===== src/rtl/bias_loader_pkg.sv =====
// Shared definitions for the parcnn bias path: lane width, loader FSM states
// and the counter-width helper.
package parcnn_pkg;

    localparam int LANE_W = 8;

    typedef enum logic {
        FILL = 1'b0,
        FULL = 1'b1
    } state_t;

    // Ceiling log2, never less than 1 so a single-lane build still has a counter bit.
    function automatic int clog2(input int n);
        int w;
        w = 0;
        while ((1 << w) < n) begin
            w++;
        end
        return (w < 1) ? 1 : w;
    endfunction

endpackage


===== src/rtl/bias_loader_if.sv =====
// Byte stream in, packed bias vector out, plus framing-error status.
interface bias_loader_if #(
    parameter int SIZE = 4
);
    import parcnn_pkg::*;

    logic [LANE_W-1:0]      in_data;
    logic                   in_valid;
    logic                   in_last;
    logic                   in_ready;
    logic [SIZE*LANE_W-1:0] bias;
    logic                   bias_valid;
    logic                   bias_ack;
    logic                   err_clear;
    logic                   frame_err;

    modport slave (
        input  in_data, in_valid, in_last, bias_ack, err_clear,
        output in_ready, bias, bias_valid, frame_err
    );

    modport master (
        output in_data, in_valid, in_last, bias_ack, err_clear,
        input  in_ready, bias, bias_valid, frame_err
    );

endinterface


===== src/rtl/bias_loader_shadow_buf.sv =====
// Shadow pack register: one byte lane per index, first index lands in the
// most-significant lane. A clear wipes any partial vector.
module bias_shadow_buf
    import parcnn_pkg::*;
#(
    parameter int SIZE = 4,
    parameter int CW   = clog2(SIZE)
) (
    input  logic                   clock,
    input  logic                   reset,
    input  logic                   wr_en,
    input  logic                   clr,
    input  logic [CW-1:0]          idx,
    input  logic [LANE_W-1:0]      data,
    output logic [SIZE*LANE_W-1:0] vec
);

    for (genvar l = 0; l < SIZE; l++) begin : g_lane
        localparam logic [CW-1:0] LANE_IDX = CW'(SIZE - 1 - l);

        logic [LANE_W-1:0] lane_q;
        logic              sel;

        assign sel = wr_en && (idx == LANE_IDX);

        always_ff @(posedge clock or posedge reset) begin
            if (reset) begin
                lane_q <= '0;
            end else if (clr) begin
                lane_q <= '0;
            end else if (sel) begin
                lane_q <= data;
            end
        end

        assign vec[l*LANE_W +: LANE_W] = lane_q;
    end

endmodule


===== src/rtl/bias_loader.sv =====
// Double-buffered bias writer: packs a byte stream into a SIZE-lane vector and
// hands it to the bias adder with a valid/ack hold.
module bias_loader
    import parcnn_pkg::*;
#(
    parameter int SIZE = 4
) (
    input  logic          clock,
    input  logic          reset,
    bias_loader_if.slave  bus
);

    localparam int            CW       = clog2(SIZE);
    localparam logic [CW-1:0] LAST_IDX = CW'(SIZE - 1);

    state_t                 state, state_nx;
    logic [CW-1:0]          cnt, cnt_nx;
    logic [SIZE*LANE_W-1:0] shadow;
    logic [SIZE*LANE_W-1:0] bias_q;
    logic                   bias_valid_q;
    logic                   frame_err_q;

    logic accept, at_last, bad, xfer;

    // Ready depends only on the state register, so there is no path from bias_ack.
    assign bus.in_ready = (state == FILL);

    assign accept  = bus.in_valid && bus.in_ready;
    assign at_last = (cnt == LAST_IDX);
    // in_last must coincide exactly with the final lane; any mismatch is a framing error.
    assign bad     = accept && (bus.in_last != at_last);
    assign xfer    = (state == FULL) && (!bias_valid_q || bus.bias_ack);

    always_ff @(posedge clock or posedge reset) begin
        if (reset) begin
            state <= FILL;
            cnt   <= '0;
        end else begin
            state <= state_nx;
            cnt   <= cnt_nx;
        end
    end

    always_comb begin
        state_nx = state;
        cnt_nx   = cnt;
        case (state)
            FILL: begin
                if (bad) begin
                    cnt_nx = '0;
                end else if (accept) begin
                    if (at_last) begin
                        cnt_nx   = '0;
                        state_nx = FULL;
                    end else begin
                        cnt_nx = cnt + 1'b1;
                    end
                end
            end
            FULL: begin
                if (xfer) begin
                    cnt_nx   = '0;
                    state_nx = FILL;
                end
            end
            default: begin
                state_nx = FILL;
                cnt_nx   = '0;
            end
        endcase
    end

    bias_shadow_buf #(
        .SIZE (SIZE),
        .CW   (CW)
    ) u_shadow (
        .clock (clock),
        .reset (reset),
        .wr_en (accept && !bad),
        .clr   (bad),
        .idx   (cnt),
        .data  (bus.in_data),
        .vec   (shadow)
    );

    // A transfer in the same cycle as an ack replaces the vector without a bubble.
    always_ff @(posedge clock or posedge reset) begin
        if (reset) begin
            bias_q       <= '0;
            bias_valid_q <= 1'b0;
        end else if (xfer) begin
            bias_q       <= shadow;
            bias_valid_q <= 1'b1;
        end else if (bus.bias_ack) begin
            bias_valid_q <= 1'b0;
        end
    end

    always_ff @(posedge clock or posedge reset) begin
        if (reset) begin
            frame_err_q <= 1'b0;
        end else if (bad) begin
            frame_err_q <= 1'b1;
        end else if (bus.err_clear) begin
            frame_err_q <= 1'b0;
        end
    end

    assign bus.bias       = bias_q;
    assign bus.bias_valid = bias_valid_q;
    assign bus.frame_err  = frame_err_q;

endmodule


===== src/flat_wrapper.sv =====
// flat-port wrapper written by rule: the top's interface ports become plain ports
module bias_loader_flat import parcnn_pkg::*;
#(
    parameter int SIZE = 4
)
  (clock, reset, bus_in_data, bus_in_valid, bus_in_last, bus_bias_ack, bus_err_clear, bus_in_ready, bus_bias, bus_bias_valid, bus_frame_err);
  bias_loader_if #(.SIZE(SIZE)) bus_i ();
  input  logic clock;
  input  logic reset;
  input wire logic [$bits(bus_i.in_data)-1:0] bus_in_data;
  input wire logic [$bits(bus_i.in_valid)-1:0] bus_in_valid;
  input wire logic [$bits(bus_i.in_last)-1:0] bus_in_last;
  input wire logic [$bits(bus_i.bias_ack)-1:0] bus_bias_ack;
  input wire logic [$bits(bus_i.err_clear)-1:0] bus_err_clear;
  output wire logic [$bits(bus_i.in_ready)-1:0] bus_in_ready;
  output wire logic [$bits(bus_i.bias)-1:0] bus_bias;
  output wire logic [$bits(bus_i.bias_valid)-1:0] bus_bias_valid;
  output wire logic [$bits(bus_i.frame_err)-1:0] bus_frame_err;
  assign bus_i.in_data = bus_in_data;
  assign bus_i.in_valid = bus_in_valid;
  assign bus_i.in_last = bus_in_last;
  assign bus_i.bias_ack = bus_bias_ack;
  assign bus_i.err_clear = bus_err_clear;
  assign bus_in_ready = bus_i.in_ready;
  assign bus_bias = bus_i.bias;
  assign bus_bias_valid = bus_i.bias_valid;
  assign bus_frame_err = bus_i.frame_err;
  bias_loader #(.SIZE(SIZE)) u_core (.clock(clock), .reset(reset), .bus(bus_i));
endmodule

===== config.mk =====
export PLATFORM = sky130hd
export DESIGN_NAME = bias_loader_flat
export DESIGN_NICKNAME = d
export VERILOG_FILES = /design/src/rtl/bias_loader_pkg.sv /design/src/rtl/bias_loader_if.sv /design/src/rtl/bias_loader_shadow_buf.sv /design/src/rtl/bias_loader.sv /design/src/flat_wrapper.sv
export SDC_FILE = /design/constraint.sdc
export NUM_CORES = 1
export LEC_CHECK = 0
export BUFFER_PORTS_ARGS = -buffer_cell sky130_fd_sc_hd__buf_2
export CORE_ASPECT_RATIO = 1.75
export CORE_MARGIN = 4
export CORE_UTILIZATION = 56
export CTS_CLUSTER_DIAMETER = 40
export DETAILED_ROUTE_END_ITERATION = 10
export PLACE_DENSITY = 0.79
export SKIP_CTS_REPAIR_TIMING = 1
export SYNTH_ARGS = -nofsm -noshare
export SYNTH_HDL_FRONTEND = slang
export SYNTH_HIERARCHICAL = 1
export SYNTH_SLANG_ARGS = --single-unit

===== constraint.sdc =====
create_clock -name clock -period 2.1 [get_ports clock]
set_input_delay 0.63 -clock clock [delete_from_list [all_inputs] [get_ports clock]]
set_output_delay 0.63 -clock clock [all_outputs]
set_load 0.02 [all_outputs]

* Word level (Yosys, flattened, before mapping)
Index checks and enable logic that the tools add are counted.
Widths: inputs -> output; s select.
** Storage, ports and cells
- Bits in registers :: 69
- Input port bits :: 14
- Output and inout bits :: 35
- Logic and storage cells :: 58
** Cells by class
- $add $sub $neg :: 1
- Equal/unequal tests :: 6
- Muxes and demuxes :: 22
- Bitwise logic cells :: 1
- Reduce and logical (&&, ||, !) cells :: 19
** Operators by type and width (count)
- $mux 8 :: 8
- $reduce_bool 2->1 :: 6
- $logic_and 1x1->1 :: 8
- $mux 1 :: 8
- $mux 2 :: 4
- $eq 2x2->1 const B :: 2
- $pmux 2 s2 :: 1
- $ne 3x3->1 const B :: 1
- $add 2x1->2 const B :: 1
- $eq 2x1->1 const B :: 1
- $logic_not 1->1 :: 2
- $logic_not 2->1 :: 1
- $ne 2x2->1 const B :: 1
- $pmux 1 s2 :: 1
- $reduce_and 2->1 :: 1
- $logic_or 1x1->1 :: 1
- $ne 1x1->1 :: 1
- $not 1->1 :: 1

* Logic depth before layout (Yosys ltp)
- Depth in word-level cells :: 8
- Depth in mapped cells :: 6

* Cells and area by module
Netlist, hierarchy kept.
** Modules (own cells, without submodules)
- bias_loader :: instances 1, cells each 89, area an instance 1546.5 um^2, sequential area each 925.9 um^2
- bias_shadow_buf :: instances 1, cells each 117, area an instance 1458.9 um^2, sequential area each 800.8 um^2

* Least setup slack after synthesis
OpenSTA, ideal clock, no wires.
- Kind :: register to register
- Start :: reg u_core.cnt[0]
- End :: reg u_core.u_shadow.g_lane[3].lane_q[0]
- Setup time :: 0.079 ns
- Arrival time :: 1.724 ns
- Slack :: 0.297 ns
- Stages on the path, launching flop included :: 6
- Period minus slack after synthesis :: 1.803 ns
- Path through :: dfrtp_1 > ha_1 > xor2_1 > nor2_1 > nor3b_4 > mux2i_1
** Between the ends
- Word-level cells in the longest chain between the ends :: 7
- Elaborated cells on any way between the ends :: 9
- Classes of those cells :: eq/ne: 2; mux: 1; reduce/logical: 6
** Ends and longest elaborated chain
- from (decl) :: RTL line bias_loader.sv:17 : logic [CW-1:0] cnt, cnt_nx;
- from (signal assigned) :: RTL line bias_loader.sv:40 : cnt <= cnt_nx;
- $eq 2x2->1 :: RTL line bias_loader.sv:29 : assign at_last = (cnt == LAST_IDX);
- $ne 1x1->1 :: RTL line bias_loader.sv:31 : assign bad = accept && (bus.in_last != at_last);
- $logic_and 1x1->1 :: RTL line bias_loader.sv:31
- $logic_not 1->1 :: RTL line bias_loader.sv:79 : .wr_en (accept && !bad),
- $logic_and 1x1->1 :: RTL line bias_loader.sv:79
- $logic_and 1x1->1 :: RTL line bias_loader_shadow_buf.sv:24 : assign sel = wr_en && (idx == LANE_IDX);
- $reduce_bool 2->1 (no line)
- to (signal assigned) :: RTL line bias_loader_shadow_buf.sv:32 : lane_q <= data;
- to (decl) :: RTL line bias_loader_shadow_buf.sv:21 : logic [LANE_W-1:0] lane_q;
Parallel ways exist; a longest one is shown, timed or not.
A chain may end at the register's enable or synchronous reset.

* Final worst setup path
- Start :: reg u_core.cnt[0]
- End :: reg u_core.u_shadow.g_lane[3].lane_q[2]
Same word-level chain as after synthesis.

==> out/qor.txt <==
DRC violations left -> 0
Horizontal die dimension -> 63.38 um
Max-capacitance violation count -> 0
Worst Path Arrival -> 2120 ps
Drt total wl -> 5303 um
Number of inserted diodes -> 0
Effective utilization at floorplan -> 0.5719
GR Util met1 -> 0.2209
Pwr Density -> 992.5 nW/um^2
Required @ worst endpoint -> 2360 ps
Synthesized area per cell -> 14.59 um^2
Overall Global Routing Usage -> 0.1768
Growth of design area from synthesis to finish -> 20.82%
Number of cells after detailed placement -> 313
Reg-to-reg endpoint -> u_core/u_shadow/g_lane[3].lane_q[2]$_DFFE_PP0P_
Setup Skew -> 10.73 ps
Kind of path behind the tightest hold check -> input pin to async pin
Seq/Total Area, Yosys -> 0.5745
Iteration-0 DRC Markers -> 34
Vias in the first global route -> 1738
Combined area of the multi-input logic cells -> 1200 um^2
Synth warnings -> 6
Total die area -> 6649 um^2
Layout cell share with drive strength beyond 1 -> 0.4124
Number of ports placed on the die boundary -> 49
Static Leak -> 2.089 nW
Achievable Freq -> 538.7 MHz
Register-to-Register Path Depth -> 5
Most common cell after layout, fill and taps aside -> sky130_fd_sc_hd__dfrtp_1
Max Root-Sink Buffers -> 2
Nature of the critical path startpoint -> register
Distinct cells, synth -> 27
Most crowded layer after global routing -> met2
Non-filler cells, final -> 329
Result of the run -> finished, final reports clean
Sink count of the clock tree -> 69
R2R Setup Slk -> 240 ps
Wire length of the first global-routing pass -> 8852 um
Rows -> 35
Count of input and output buffers -> 48
Total of fill cells in the finished design -> 375
Post-DP HPWL -> 3831 um
Count of mapped cells out of synthesis -> 206
CTS buffer count -> 9
Count of final hold-check violations -> 0
Chip height -> 104.9 um
Number of antenna violations at the first check in global routing -> 0
Clock latency of the later-clocked register in the worst-skew pair -> 340 ps
Routed wire per std cell -> 16.12 um
Mean number of vias per cell -> 5.280
RSZ-0062 raised after global routing -> no
Global-route track usage on met2 -> 0.2767
Routability Congestion -> 0.7704
Clock edge transition at the registers on the reported setup and hold paths -> 70 ps
Critical Setup Path Class -> register to register
Number of vias after detailed routing -> 1737
Max transition margin -> 0.7179
Std-Cell Core Area -> 5255 um^2
Maximum net fanout on the critical path -> 7
CTS tree -> built
Overall overflow remaining after global route -> 0
Tightest Pin Transition -> 422.7 ps
RR Startpoint -> u_core/cnt[0]$_DFFE_PP0P_
Met3 Use GR -> 0.04731
NumNets Final -> 284
Clock tree root buffer cell -> sky130_fd_sc_hd__clkbuf_8
Area of all sequential standard cells -> 1727 um^2
Post-synthesis register bit count -> 69
Highest-count cells in the layout ignoring fill and taps -> sky130_fd_sc_hd__dfrtp_1 (69), sky130_fd_sc_hd__buf_2 (48), sky130_fd_sc_hd__nand2b_1 (41)
# H-tree levels -> 3
Final-layout setup total negative slack -> 0 ps
Post-synth design cell area -> 3005 um^2
VDD IR max -> 573.3 uV
Total nets after synthesis -> 221
Period utilization -> 0.8840
Number of setup violations in the final report -> 0
Minimum clock period after layout -> 1856 ps
Remaining antenna violation count after routing -> 0
Count of pins over their slew limit -> 0
Maximum number of pins on one net before global-route repair -> 33
Critical path endpoint category -> register
First-pass DRT Iterations -> 4
-- logic make-up after synthesis --
family | Yosys count | synth area share
xor+xnor | 1 | 0.002915
fa+ha+maj | 1 | 0.004163
simple gates | 54 | 0.1203
mux | 64 | 0.2614
flops | 69 | 0.5745
compound gates | 4 | 0.01041
buf+inv | 13 | 0.02622
-- sequential cells by signal (all words and copies together) (netlist names) --
| register | flops |
|---|---|
| u_core/bus.frame_err | 1 |
| u_core/state | 1 |
| u_core/bus.bias_valid | 1 |
| u_core/u_shadow/g_lane.lane_q | 32 |
| u_core/bus.bias | 32 |
| u_core/cnt | 2 |
-- worst max-delay path by stage --
stage	startpoint	end	slack (ps)	cells past startpoint
6_report	u_core/cnt[0]$_DFFE_PP0P_	u_core/u_shadow/g_lane[3].lane_q[2]$_DFFE_PP0P_	240	5
5_1_grt	u_core/cnt[0]$_DFFE_PP0P_	u_core/u_shadow/g_lane[3].lane_q[2]$_DFFE_PP0P_	70	5
4_1_cts	u_core/cnt[0]$_DFFE_PP0P_	u_core/u_shadow/g_lane[3].lane_q[2]$_DFFE_PP0P_	230	5
3_5_place_dp	bus_in_last	u_core/u_shadow/g_lane[3].lane_q[2]$_DFFE_PP0P_	130	5
3_3_place_gp	bus_in_last	u_core/u_shadow/g_lane[3].lane_q[1]$_DFFE_PP0P_	190	5
2_1_floorplan	u_core/cnt[0]$_DFFE_PP0P_	u_core/u_shadow/g_lane[3].lane_q[0]$_DFFE_PP0P_	300	5
-- Yosys cell counts --
master                     count  area [um^2]
sky130_fd_sc_hd__a21o_1        1        7.510
sky130_fd_sc_hd__a31o_2        1        8.760
sky130_fd_sc_hd__a32o_1        1        10.01
sky130_fd_sc_hd__and3_1        1        6.260
sky130_fd_sc_hd__buf_4         2        15.01
sky130_fd_sc_hd__buf_6         3        33.78
sky130_fd_sc_hd__clkbuf_1      4        15.01
sky130_fd_sc_hd__dfrtp_1      69         1727
sky130_fd_sc_hd__ha_1          1        12.51
sky130_fd_sc_hd__inv_1         4        15.01
sky130_fd_sc_hd__mux2_2        4        45.04
sky130_fd_sc_hd__mux2_4       28        420.4
sky130_fd_sc_hd__mux2i_1      32        320.3
sky130_fd_sc_hd__nand2_1       1        3.750
sky130_fd_sc_hd__nand2_4       1        11.26
sky130_fd_sc_hd__nand2b_1     41        256.5
sky130_fd_sc_hd__nand2b_4      1        13.76
sky130_fd_sc_hd__nand3_1       1        5.000
sky130_fd_sc_hd__nand3b_1      2        15.01
sky130_fd_sc_hd__nand4_1       1        6.260
sky130_fd_sc_hd__nor2_1        1        3.750
sky130_fd_sc_hd__nor2b_1       1        6.260
sky130_fd_sc_hd__nor3b_4       1        18.77
sky130_fd_sc_hd__nor4_1        1        6.260
sky130_fd_sc_hd__o21ai_0       1        5.000
sky130_fd_sc_hd__or3b_1        1        8.760
sky130_fd_sc_hd__xor2_1        1        8.760
-- worst max-delay path, stage by stage (launching register included) --
cell and delay (ps):
sky130_fd_sc_hd__dfrtp_1 380, sky130_fd_sc_hd__ha_1 230, sky130_fd_sc_hd__xor2_1 170, sky130_fd_sc_hd__nor2_1 280
sky130_fd_sc_hd__nor3b_4 470, sky130_fd_sc_hd__mux2i_1 240
-- stage by stage --
stage	power, W	hold WS [ps]	instance area (um^2)	setup slack, ps	utilization
floorplan	0.002072	481.7	3005	296.9	-
CTS	0.003649	299.0	3631	234.7	0.6910
global placement	0.002275	460.8	3373	191.0	0.6419
finish	0.003604	307.0	3631	243.5	0.6910
global route	0.003783	318.0	3631	71.58	0.6910
detailed placement	0.002288	472.3	3373	133.8	0.6419
-- power breakdown --
group          leakage, nW  internal [W]  switching (W)
registers            0.947       0.00150      0.0000997
clock network        0.126      0.000856       0.000492
logic                 1.02      0.000315       0.000337
total                 2.09       0.00268       0.000929
-- final cells by class --
cell class,count,area share
Sequential cell,69,0.4755
Multi-Input combinational cell,124,0.3305
Timing Repair Buffer,61,0.09993
Clock buffer,11,0.04170
Clock inverter,5,0.02929
Tap cell,55,0.01895
Inverter,4,0.004135
-- layer usage --
metal,wire length (um),share of wire
met1,2276,0.43
met2,2686,0.51
met5,0,0
met3,204,0.038
met4,136,0.026
(Power assumes the default switching activity.)
